## config.mk

```make
export PLATFORM = sky130hd
export DESIGN_NAME = br_tag_ctrl
export DESIGN_NICKNAME = d
export VERILOG_FILES = /design/src/rtl/br_tag_ctrl.sv
export SDC_FILE = /design/constraint.sdc
export NUM_CORES = 1
export LEC_CHECK = 0
export CAP_MARGIN = 20
export CORE_MARGIN = 2
export CORE_UTILIZATION = 41
export DETAILED_ROUTE_END_ITERATION = 8
export PLACE_DENSITY_LB_ADDON = 0.05
export SYNTH_ARGS = -nofsm -noshare
export SYNTH_HDL_FRONTEND = slang
export SYNTH_SLANG_ARGS = --single-unit
```

## constraint.sdc

```tcl
create_clock -name clk -period 1.9 [get_ports clk]
set_input_delay 0.285 -clock clk [delete_from_list [all_inputs] [get_ports clk]]
set_output_delay 0.285 -clock clk [all_outputs]
set_load 0.01 [all_outputs]
```

## src/rtl/br_tag_ctrl.sv

```systemverilog
// Branch tag allocator and misprediction recovery controller.
// Hands out one-hot tags, tracks per-tag dependencies, and broadcasts clear/squash/redirect.
module br_tag_ctrl #(
    parameter int BR_MASK_W = 4,
    parameter int ROB_IDX_W = 5
) (
    input  logic                 clk,
    input  logic                 rst_n,
    input  logic                 disp_br_req_i,
    output logic                 disp_br_ready_o,
    output logic [BR_MASK_W-1:0] disp_br_tag_1hot_o,
    output logic [BR_MASK_W-1:0] disp_br_mask_o,
    input  logic                 br_right_i,
    input  logic                 br_wrong_i,
    input  logic [BR_MASK_W-1:0] br_mask_1hot_i,
    input  logic [63:0]          br_recovery_target_i,
    input  logic [ROB_IDX_W:0]   br2rob_recovery_idx_i,
    output logic                 rob_br_recovery_o,
    output logic [BR_MASK_W-1:0] rob_br_tag_fix_o,
    output logic [ROB_IDX_W:0]   rob_recovery_idx_o,
    output logic                 br_clear_o,
    output logic [BR_MASK_W-1:0] br_clear_1hot_o,
    output logic                 fetch_redirect_o,
    output logic [63:0]          fetch_target_o
);

    typedef enum logic [1:0] {NORMAL, RECOVER, DRAIN} state_t;

    state_t               state;
    logic [BR_MASK_W-1:0] valid_r;
    logic [BR_MASK_W-1:0] dep_r [BR_MASK_W];

    logic                 normal, alloc, right_hit, wrong_hit;
    logic [BR_MASK_W-1:0] free_1hot, younger, clr_mask, valid_cleared;

    assign normal         = (state == NORMAL);
    assign free_1hot      = ~valid_r & (valid_r + 1'b1);
    assign disp_br_mask_o = valid_r;
    assign disp_br_tag_1hot_o = free_1hot;
    assign disp_br_ready_o    = (valid_r != '1) && normal;

    // Resolutions of tags that are not outstanding are dropped; wrong beats right.
    assign wrong_hit = normal && br_wrong_i && |(br_mask_1hot_i & valid_r);
    assign right_hit = normal && br_right_i && !br_wrong_i && |(br_mask_1hot_i & valid_r);
    assign alloc     = disp_br_req_i && disp_br_ready_o;

    assign clr_mask      = right_hit ? br_mask_1hot_i : '0;
    assign valid_cleared = valid_r & ~clr_mask;

    always_comb begin
        younger = '0;
        for (int i = 0; i < BR_MASK_W; i++)
            younger[i] = |(dep_r[i] & br_mask_1hot_i);
    end

    always_ff @(posedge clk or negedge rst_n) begin
        if (!rst_n) begin
            state              <= NORMAL;
            valid_r            <= '0;
            for (int i = 0; i < BR_MASK_W; i++) dep_r[i] <= '0;
            rob_br_recovery_o  <= 1'b0;
            rob_br_tag_fix_o   <= '0;
            rob_recovery_idx_o <= '0;
            br_clear_o         <= 1'b0;
            br_clear_1hot_o    <= '0;
            fetch_redirect_o   <= 1'b0;
            fetch_target_o     <= '0;
        end else begin
            rob_br_recovery_o <= 1'b0;
            rob_br_tag_fix_o  <= '0;
            br_clear_o        <= 1'b0;
            br_clear_1hot_o   <= '0;
            fetch_redirect_o  <= 1'b0;
            case (state)
                NORMAL: begin
                    if (wrong_hit) begin
                        // Squash the wrong tag and everything allocated after it; drop any same-cycle grant.
                        valid_r            <= valid_r & ~(br_mask_1hot_i | younger);
                        rob_br_recovery_o  <= 1'b1;
                        rob_br_tag_fix_o   <= br_mask_1hot_i;
                        fetch_redirect_o   <= 1'b1;
                        fetch_target_o     <= br_recovery_target_i;
                        rob_recovery_idx_o <= br2rob_recovery_idx_i;
                        state              <= RECOVER;
                    end else begin
                        valid_r <= valid_cleared | (alloc ? free_1hot : '0);
                        for (int i = 0; i < BR_MASK_W; i++) begin
                            if (alloc && free_1hot[i]) dep_r[i] <= valid_cleared;
                            else                       dep_r[i] <= dep_r[i] & ~clr_mask;
                        end
                        if (right_hit) begin
                            br_clear_o      <= 1'b1;
                            br_clear_1hot_o <= br_mask_1hot_i;
                        end
                    end
                end
                RECOVER: state <= DRAIN;
                default: state <= NORMAL;
            endcase
        end
    end

endmodule

```

==> results of run 1 <==
logic make-up after synthesis:
family          after synthesis  synth area share [%]
compound gates               30                  5.75
buf+inv                      18                  2.96
simple gates                 32                  4.60
mux                          76                  22.3
flops                        98                  64.4
where the power goes:
group | internal (mW) | total (mW) | switching, mW
registers | 3.06 | 3.57 | 0.508
clock network | 0.648 | 1.37 | 0.718
logic | 2.74 | 4.47 | 1.73
flip-flops by register name, summed over array words and instances, names as in the netlist:
signal and cells:
br_clear_o 1, dep_r 12, rob_br_tag_fix_o 4, disp_br_mask_o 4
fetch_redirect_o 1, br_clear_1hot_o 4, fetch_target_o 64, state 2
rob_recovery_idx_o 6
area by class of cell:
class                           count  area [um^2]
Clock buffer                       10          138
Clock inverter                      6         65.1
Fill cell                         734         3070
Inverter                            9         33.8
Multi-Input combinational cell    138         1250
Sequential cell                    98         2450
Tap cell                          111          139
Timing Repair Buffer              200         1950
Yosys cell counts:
cell type	n	share of area [%]
a22o_2	2	0.53
inv_2	1	0.098
o21ai_1	2	0.26
mux2i_1	6	1.6
a21oi_1	8	1.1
nor2_1	5	0.49
o21a_1	5	0.99
a22oi_1	4	0.79
and4_1	3	0.69
o21ai_2	1	0.23
nor4b_2	1	0.39
o211ai_1	4	0.79
o211ai_2	1	0.33
mux2_1	34	10
buf_6	5	1.5
buf_4	1	0.20
nand2_1	12	1.2
nor3b_1	1	0.20
o31ai_2	1	0.33
mux2_2	36	11
a41oi_1	1	0.23
dfrtp_1	98	64
or2_2	1	0.16
inv_1	8	0.79
o41ai_1	1	0.23
nor2b_1	2	0.33
nand4_1	4	0.66
buf_2	3	0.39
and2_1	3	0.49
through the flow:
step	power, mW	utilization [%]
floorplan	5.56	-
global placement	7.97	63.5
detailed placement	8.11	63.5
CTS	9.53	66.1
global route	9.98	66.3
finish	9.40	66.3
timing repair:
item                                    in CTS  in global routing
cloned                                       0                  0
hold buffers                                 1                  0
pin swaps                                    0                  1
resized for setup                            5                  3
endpoints found under the setup margin       4                  6
hold endpoints to repair                     3                  0
setup buffers                                3                  2
per-layer routing:
metal / GRT usage (%) / routed length [um] / up-vias
met5: 0 / 0 / -
met2: 32.1 / 4700 / 104
met4: 5.80 / 136 / 0
li1: - / - / 1304
met1: 24.2 / 4020 / 1393
met3: 4.67 / 548 / 10
how the worst max path moves through the flow:
stage / from / end / slack [ps] / cells past startpoint
2_1_floorplan: disp_br_mask_o[2]$_DFFE_PN0P_ / fetch_target_o[0]$_DFFE_PN0P_ / 190 / 5
3_3_place_gp: br_mask_1hot_i[2] / dep_r[11]$_DFFE_PN0P_ / -160 / 6
3_5_place_dp: br_mask_1hot_i[2] / dep_r[7]$_DFFE_PN0P_ / -220 / 6
4_1_cts: disp_br_mask_o[2]$_DFFE_PN0P_ / disp_br_tag_1hot_o[2] / 10 / 2
5_1_grt: disp_br_mask_o[0]$_DFFE_PN0P_ / rob_recovery_idx_o[5]$_DFFE_PN0P_ / 20 / 5
6_report: disp_br_mask_o[1]$_DFFE_PN0P_ / rob_recovery_idx_o[5]$_DFFE_PN0P_ / 70 / 5
==> flow_summary.html, run 1 <==
<table>
<tr><th>Metric</th><th>Value</th></tr>
<tr><th colspan="2">Status</th></tr>
<tr><td>Outcome</td><td>completed</td></tr>
<tr><th colspan="2">Routing</th></tr>
<tr><td>Detailed-router iteration count before antenna repair</td><td>4</td></tr>
<tr><td>Vias per cell</td><td>roughly 4.9</td></tr>
<tr><td>Routed wirelength normalized by instance count</td><td>~16 um</td></tr>
<tr><td>Total wire length after detailed routing</td><td>approximately 9400 um</td></tr>
<tr><td>DRC marker count from the first detailed-route iteration</td><td>between 40 and 50</td></tr>
<tr><td>Detailed-route via count</td><td>about 2800</td></tr>
<tr><td>DRC violations left</td><td>0</td></tr>
<tr><td>Number of nets with antenna violations after detailed routing</td><td>0</td></tr>
<tr><th colspan="2">Worst setup path</th></tr>
<tr><td>Startpoint kind of the worst setup timing path</td><td>flop</td></tr>
<tr><td>Startpoint of the worst register-to-register path</td><td>disp_br_mask_o[1]$_DFFE_PN0P_</td></tr>
<tr><td>CP max stage delay</td><td>roughly 420 ps</td></tr>
<tr><td>Critical-path cell list</td><td>buf_4 -&gt; a22o_2 -&gt; o211ai_4 -&gt; buf_12 -&gt; mux2_2</td></tr>
<tr><td>Req. time, crit path</td><td>between 2000 and 2500 ps</td></tr>
<tr><td>Element type at the critical path end</td><td>flop</td></tr>
<tr><td>Reg2Reg Capture Point</td><td>rob_recovery_idx_o[5]$_DFFE_PN0P_</td></tr>
<tr><td>Depth of the worst register-to-register path</td><td>5</td></tr>
<tr><td>Arrival time of data at the critical path endpoint</td><td>between 2000 and 2500 ps</td></tr>
<tr><td>Worst path bufs/invs</td><td>2</td></tr>
<tr><td>CP Max Fanout</td><td>36</td></tr>
<tr><td>Cell with the biggest individual delay on the critical path</td><td>dfrtp_1</td></tr>
<tr><td>Kind of cell with the highest combined delay on the critical path</td><td>compound AO/OA/AOI/OAI gates</td></tr>
<tr><td>Worst R2R Setup Slack</td><td>70 ps</td></tr>
<tr><td>CP Class</td><td>flop to flop</td></tr>
<tr><th colspan="2">CTS</th></tr>
<tr><td>Clock sink count</td><td>between 90 and 100</td></tr>
<tr><td>Max Buffers Root-to-Sink</td><td>2</td></tr>
<tr><td>Clock-pin slew on the worst setup and hold paths</td><td>around 90 ps</td></tr>
<tr><td>Number of H-tree levels</td><td>3</td></tr>
<tr><td>CTS tree</td><td>built</td></tr>
<tr><td>CTS buffer count</td><td>9</td></tr>
<tr><td>Library cell used as clock root buffer</td><td>clkbuf_8</td></tr>
<tr><td>Insertion delay of the later-clocked pin in the worst-skew pair</td><td>between 300 and 400 ps</td></tr>
<tr><th colspan="2">Layout</th></tr>
<tr><td>Final design area excluding fillers</td><td>6040 um^2</td></tr>
<tr><td>Fin cells</td><td>approximately 570</td></tr>
<tr><td>Fraction of layout instances using a drive strength above 1</td><td>20.6%</td></tr>
<tr><td>Count of inserted antenna diode cells</td><td>0</td></tr>
<tr><td>Most common cell after layout, fill and taps aside</td><td>clkdlybuf4s50_1</td></tr>
<tr><td>Total number of nets in the final design</td><td>535</td></tr>
<tr><td>Leading cell types in the layout, fill and taps excluded</td><td>clkdlybuf4s50_1, dfrtp_1, mux2_2</td></tr>
<tr><td>Post-synthesis to final-layout area growth</td><td>58.6%</td></tr>
<tr><th colspan="2">GRT</th></tr>
<tr><td>Wire length of the first global-routing pass</td><td>14900 um</td></tr>
<tr><td>Gr usage total</td><td>19.0%</td></tr>
<tr><td>Leftover overflow at the end of global routing</td><td>0</td></tr>
<tr><td>Vias in the first global route</td><td>slightly below 3000</td></tr>
<tr><td>Initial antenna violation count</td><td>0</td></tr>
<tr><td>Maximum number of pins on one net before global-route repair</td><td>99</td></tr>
<tr><th colspan="2">Logic synthesis</th></tr>
<tr><td>Summed instance area of the synthesized netlist</td><td>roughly 3800 um^2</td></tr>
<tr><td>Sequential area share after synthesis</td><td>between 60% and 70%</td></tr>
<tr><td>Unique masters post-synth</td><td>29</td></tr>
<tr><td>Synthesized area divided by synthesized cell count</td><td>~15 um^2</td></tr>
<tr><td>Synthesized netlist net count</td><td>333</td></tr>
<tr><td>Total of warnings raised by yosys</td><td>0</td></tr>
<tr><td>Synth Instances</td><td>254</td></tr>
<tr><td>Flop and latch count out of synthesis</td><td>98</td></tr>
<tr><th colspan="2">Placed design</th></tr>
<tr><td>Gp weighted congestion</td><td>~0.80</td></tr>
<tr><td>Instance area after placement</td><td>between 5000 and 6000 um^2</td></tr>
<tr><td>Count of input and output buffers</td><td>approximately 170</td></tr>
<tr><td>DP Cell Count</td><td>550</td></tr>
<tr><td>Worst Setup Slack post-DPL</td><td>-216 ps</td></tr>
<tr><td>Detailed Place HPWL</td><td>approximately 6900 um</td></tr>
<tr><th colspan="2">Die</th></tr>
<tr><td>Area inside the core boundary</td><td>slightly above 9000 um^2</td></tr>
<tr><td>Die Y-Extent</td><td>~100 um</td></tr>
<tr><td>Number of top-level pins</td><td>about 170</td></tr>
<tr><td>Die width</td><td>around 100 um</td></tr>
<tr><td>Die Footprint</td><td>around 10000 um^2</td></tr>
<tr><td># rows</td><td>35</td></tr>
<tr><td>Initial Utilization</td><td>about two fifths</td></tr>
<tr><th colspan="2">Flow run</th></tr>
<tr><td>Max-cap check violation count</td><td>0</td></tr>
<tr><th colspan="2">Timing</th></tr>
<tr><td>Minimum clock period after layout</td><td>around 1800 ps</td></tr>
<tr><td>Normalized max-slew margin</td><td>64.1%</td></tr>
<tr><td>RSZ-0062 raised after global routing</td><td>no</td></tr>
<tr><td>Final-report max-slew violation count</td><td>0</td></tr>
<tr><td>Final period utilization</td><td>between 90% and 100%</td></tr>
<tr><td>Highest attainable clock frequency</td><td>~550 MHz</td></tr>
<tr><td>Maximum clock skew at final layout</td><td>~9.6 ps</td></tr>
<tr><td>Final worst slack</td><td>~70 ps</td></tr>
<tr><td>Setup TNS after final layout</td><td>0 ps</td></tr>
<tr><td>Worst-case hold slack</td><td>494 ps</td></tr>
<tr><td>Number of setup violations in the final report</td><td>0</td></tr>
<tr><td>Number of hold-slack violations in the final timing report</td><td>0</td></tr>
<tr><td>Worst-Margin Slew</td><td>roughly 540 ps</td></tr>
<tr><th colspan="2">Min path</th></tr>
<tr><td>Worst Hold Path Cells</td><td>1</td></tr>
<tr><td>Kind of path behind the tightest hold check</td><td>flop to flop</td></tr>
<tr><td>Startpoint of the tightest hold check path</td><td>fetch_target_o[3]$_DFFE_PN0P_</td></tr>
<tr><td>Hold path endpoint</td><td>fetch_target_o[3]$_DFFE_PN0P_</td></tr>
<tr><th colspan="2">Power</th></tr>
<tr><td>Areal power density over the cells</td><td>around 1600 nW/um^2</td></tr>
<tr><td>Peak supply drop</td><td>roughly 0.73 mV</td></tr>
<tr><td>Leakage component of the power</td><td>around 2.7 nW</td></tr>
</table>
Power figures use the tool's default switching activity.
==> run 2, diff against run 1 <==
==> constraint.sdc (replaced) <==
create_clock -name clk -period 2.1 [get_ports clk]
set_input_delay 0.315 -clock clk [delete_from_list [all_inputs] [get_ports clk]]
set_output_delay 0.315 -clock clk [all_outputs]
set_load 0.01 [all_outputs]
==> flow_summary.html, run 2 (same netlist as run 1, synthesis figures left out) <==
<table>
<tr><th>Metric</th><th>Value</th></tr>
<tr><th colspan="2">Routing</th></tr>
<tr><td>Vias per cell</td><td>4.93</td></tr>
<tr><td>Number of nets with antenna violations after detailed routing</td><td>0</td></tr>
<tr><td>DRC marker count from the first detailed-route iteration</td><td>between 40 and 50</td></tr>
<tr><td>Detailed-router iteration count before antenna repair</td><td>4</td></tr>
<tr><td>Routed wirelength normalized by instance count</td><td>around 16 um</td></tr>
<tr><td>Total wire length after detailed routing</td><td>9060 um</td></tr>
<tr><td>DRC violations left</td><td>0</td></tr>
<tr><td>Detailed-route via count</td><td>approximately 2800</td></tr>
<tr><th colspan="2">CTS</th></tr>
<tr><td>Library cell used as clock root buffer</td><td>clkbuf_8</td></tr>
<tr><td>Number of H-tree levels</td><td>3</td></tr>
<tr><td>CTS tree</td><td>built</td></tr>
<tr><td>Max Buffers Root-to-Sink</td><td>2</td></tr>
<tr><td>Clock-pin slew on the worst setup and hold paths</td><td>100 ps</td></tr>
<tr><td>CTS buffer count</td><td>9</td></tr>
<tr><td>Insertion delay of the later-clocked pin in the worst-skew pair</td><td>350 ps</td></tr>
<tr><td>Clock sink count</td><td>slightly below 100</td></tr>
<tr><th colspan="2">GRT</th></tr>
<tr><td>Initial antenna violation count</td><td>0</td></tr>
<tr><td>Wire length of the first global-routing pass</td><td>roughly 14000 um</td></tr>
<tr><td>Gr usage total</td><td>18.4%</td></tr>
<tr><td>Vias in the first global route</td><td>approximately 2800</td></tr>
<tr><td>Maximum number of pins on one net before global-route repair</td><td>53</td></tr>
<tr><td>Leftover overflow at the end of global routing</td><td>0</td></tr>
<tr><th colspan="2">Worst setup path</th></tr>
<tr><td>CP max stage delay</td><td>580 ps</td></tr>
<tr><td>Depth of the worst register-to-register path</td><td>4</td></tr>
<tr><td>Worst setup path end</td><td>disp_br_tag_1hot_o[3]</td></tr>
<tr><td>Critical-path cell list</td><td>nand2_1 -&gt; nor3b_2 -&gt; clkdlybuf4s50_1</td></tr>
<tr><td>Worst setup path start</td><td>disp_br_mask_o[0]$_DFFE_PN0P_</td></tr>
<tr><td>Logic depth of the worst path, buffers included</td><td>3</td></tr>
<tr><td>Arrival time of data at the critical path endpoint</td><td>between 1500 and 2000 ps</td></tr>
<tr><td>Element type at the critical path end</td><td>primary output</td></tr>
<tr><td>Reg2Reg Capture Point</td><td>fetch_target_o[11]$_DFFE_PN0P_</td></tr>
<tr><td>Worst path bufs/invs</td><td>1</td></tr>
<tr><td>Startpoint of the worst register-to-register path</td><td>disp_br_mask_o[2]$_DFFE_PN0P_</td></tr>
<tr><td>Startpoint kind of the worst setup timing path</td><td>flop</td></tr>
<tr><td>CP Max Fanout</td><td>5</td></tr>
<tr><td>CP Class</td><td>flop to primary output</td></tr>
<tr><td>Req. time, crit path</td><td>~1800 ps</td></tr>
<tr><td>Cell with the biggest individual delay on the critical path</td><td>clkdlybuf4s50_1</td></tr>
<tr><td>Kind of cell with the highest combined delay on the critical path</td><td>buffers and inverters</td></tr>
<tr><td>Worst R2R Setup Slack</td><td>about 310 ps</td></tr>
<tr><th colspan="2">Die</th></tr>
<tr><td>Area inside the core boundary</td><td>around 9100 um^2</td></tr>
<tr><td>Die Y-Extent</td><td>100 um</td></tr>
<tr><td># rows</td><td>35</td></tr>
<tr><td>Die width</td><td>approximately 100 um</td></tr>
<tr><td>Number of top-level pins</td><td>around 170</td></tr>
<tr><td>Die Footprint</td><td>~10000 um^2</td></tr>
<tr><td>Initial Utilization</td><td>around two fifths</td></tr>
<tr><th colspan="2">Power</th></tr>
<tr><td>Net switching component of the power</td><td>~2.7 mW</td></tr>
<tr><td>Areal power density over the cells</td><td>roughly 1400 nW/um^2</td></tr>
<tr><td>Sw Ratio</td><td>31.8%</td></tr>
<tr><td>Leakage component of the power</td><td>roughly 2.6 nW</td></tr>
<tr><td>Part of the total power dissipated in sequential elements</td><td>around 39%</td></tr>
<tr><td>Peak supply drop</td><td>0.625 mV</td></tr>
<tr><td>Tot Pwr</td><td>8.33 mW</td></tr>
<tr><td>Portion of total power attributed to the clock network</td><td>13.5%</td></tr>
<tr><td>Internal</td><td>5.68 mW</td></tr>
<tr><td>Combinational group share of total power</td><td>between 40% and 50%</td></tr>
<tr><th colspan="2">Layout</th></tr>
<tr><td>Leading cell types in the layout, fill and taps excluded</td><td>clkdlybuf4s50_1, dfrtp_1, mux2_2</td></tr>
<tr><td>Count of inserted antenna diode cells</td><td>0</td></tr>
<tr><td>Post-route core utilization</td><td>between 60 and 70%</td></tr>
<tr><td>Number of flip-flops in the largest register</td><td>64</td></tr>
<tr><td>Largest reg by FF count</td><td>fetch_target_o</td></tr>
<tr><td>Most common cell after layout, fill and taps aside</td><td>clkdlybuf4s50_1</td></tr>
<tr><td>Post-synthesis to final-layout area growth</td><td>56.0%</td></tr>
<tr><td>Largest regs</td><td>fetch_target_o x64, dep_r x12, rob_recovery_idx_o x6</td></tr>
<tr><td>Total number of nets in the final design</td><td>~520</td></tr>
<tr><td>Fraction of layout instances using a drive strength above 1</td><td>a little under a fifth</td></tr>
<tr><th colspan="2">Timing</th></tr>
<tr><td>RSZ-0062 raised after global routing</td><td>no</td></tr>
<tr><td>Final-report max-slew violation count</td><td>0</td></tr>
<tr><td>Final worst slack</td><td>roughly 67 ps</td></tr>
<tr><td>Final period utilization</td><td>a little over nine tenths</td></tr>
<tr><td>Maximum clock skew at final layout</td><td>~8 ps</td></tr>
<tr><td>Highest attainable clock frequency</td><td>between 400 and 500 MHz</td></tr>
<tr><td>Worst-Margin Slew</td><td>around 530 ps</td></tr>
<tr><td>Number of setup violations in the final report</td><td>0</td></tr>
<tr><td>Number of hold-slack violations in the final timing report</td><td>0</td></tr>
<tr><td>Setup TNS after final layout</td><td>0 ps</td></tr>
<tr><td>Normalized max-slew margin</td><td>between 60% and 70%</td></tr>
<tr><td>Minimum clock period after layout</td><td>just over 2000 ps</td></tr>
<tr><th colspan="2">Placed design</th></tr>
<tr><td>Count of input and output buffers</td><td>168</td></tr>
<tr><td>Gp weighted congestion</td><td>between 0.8 and 0.9</td></tr>
<tr><td>Detailed Place HPWL</td><td>about 7000 um</td></tr>
<tr><td>Worst Setup Slack post-DPL</td><td>roughly 17 ps</td></tr>
<tr><th colspan="2">Min path</th></tr>
<tr><td>Kind of path behind the tightest hold check</td><td>input pin to async pin</td></tr>
<tr><th colspan="2">Flow run</th></tr>
<tr><td>Max-cap check violation count</td><td>0</td></tr>
<tr><th colspan="2">Status</th></tr>
<tr><td>Outcome</td><td>completed</td></tr>
</table>
## run 2: cell count changes in the layout (fill, tap and decap cells not counted), sizes merged
| cell | previous run | this run |
|---|---|---|
| dlymetal6s2s | 1 | 0 |
| inv | 10 | 11 |
| dlygate4sd2 | 2 | 1 |
| clkinvlp | 1 | 2 |
| clkinv | 3 | 1 |
| buf | 32 | 21 |
| clkdlybuf4s50 | 163 | 166 |
| bufinv | 1 | 0 |
## run 2: area by class of cell
class / count / area, um^2
Multi-Input combinational cell: 138 / 1260
Inverter: 9 / 33.8
Sequential cell: 98 / 2450
Clock inverter: 5 / 37.5
Timing Repair Buffer: 189 / 1880
Clock buffer: 11 / 141
Fill cell: 728 / 3170
Tap cell: 111 / 139
## run 2: how the worst min path moves through the flow
stage | start | end | slack, ps
2_1_floorplan | rst_n | br_clear_1hot_o[0]$_DFF_PN0_ | 20
3_3_place_gp | rst_n | br_clear_1hot_o[0]$_DFF_PN0_ | 280
3_5_place_dp | rst_n | br_clear_1hot_o[0]$_DFF_PN0_ | 280
4_1_cts | rst_n | br_clear_1hot_o[0]$_DFF_PN0_ | 420
5_1_grt | rst_n | br_clear_1hot_o[0]$_DFF_PN0_ | 480
6_report | rst_n | br_clear_1hot_o[0]$_DFF_PN0_ | 450
## run 2: through the flow
| stage | instance area [um^2] | std cells | hold WS (ps) |
|---|---|---|---|
| 6_report | 5940 | 561 | 448 |
| 5_1_grt | 5940 | 561 | 476 |
| 4_1_cts | 5930 | 560 | 415 |
| 3_5_place_dp | 5740 | 543 | 276 |
| 3_3_place_gp | 5740 | 543 | 276 |
| 2_1_floorplan | 3810 | 254 | 19.4 |
## run 2: power by group through the flow
stage	Clock [mW]	Sequential (mW)	Combinational, mW
3_3_place_gp	0	3.25	3.93
3_5_place_dp	0	3.29	4.01
4_1_cts	1.16	3.26	4.01
2_1_floorplan	0	3.60	1.43
6_report	1.13	3.25	3.95
5_1_grt	1.24	3.37	4.24
## run 2: layer usage
metal	wire (um)	global-route usage, %
met1	3980	24.3
met2	4490	30.3
met3	506	4.04
met4	84	6.01
met5	0	0
## run 2: what timing repair did
action / CTS / global route
endpoints found under the setup margin: 2 / 2
setup buffers: 0 / 1
endpoints found under the hold margin: 29 / 0
gates resized for setup: 2 / 2
hold buffers: 1 / 0
pin swaps: 0 / 1
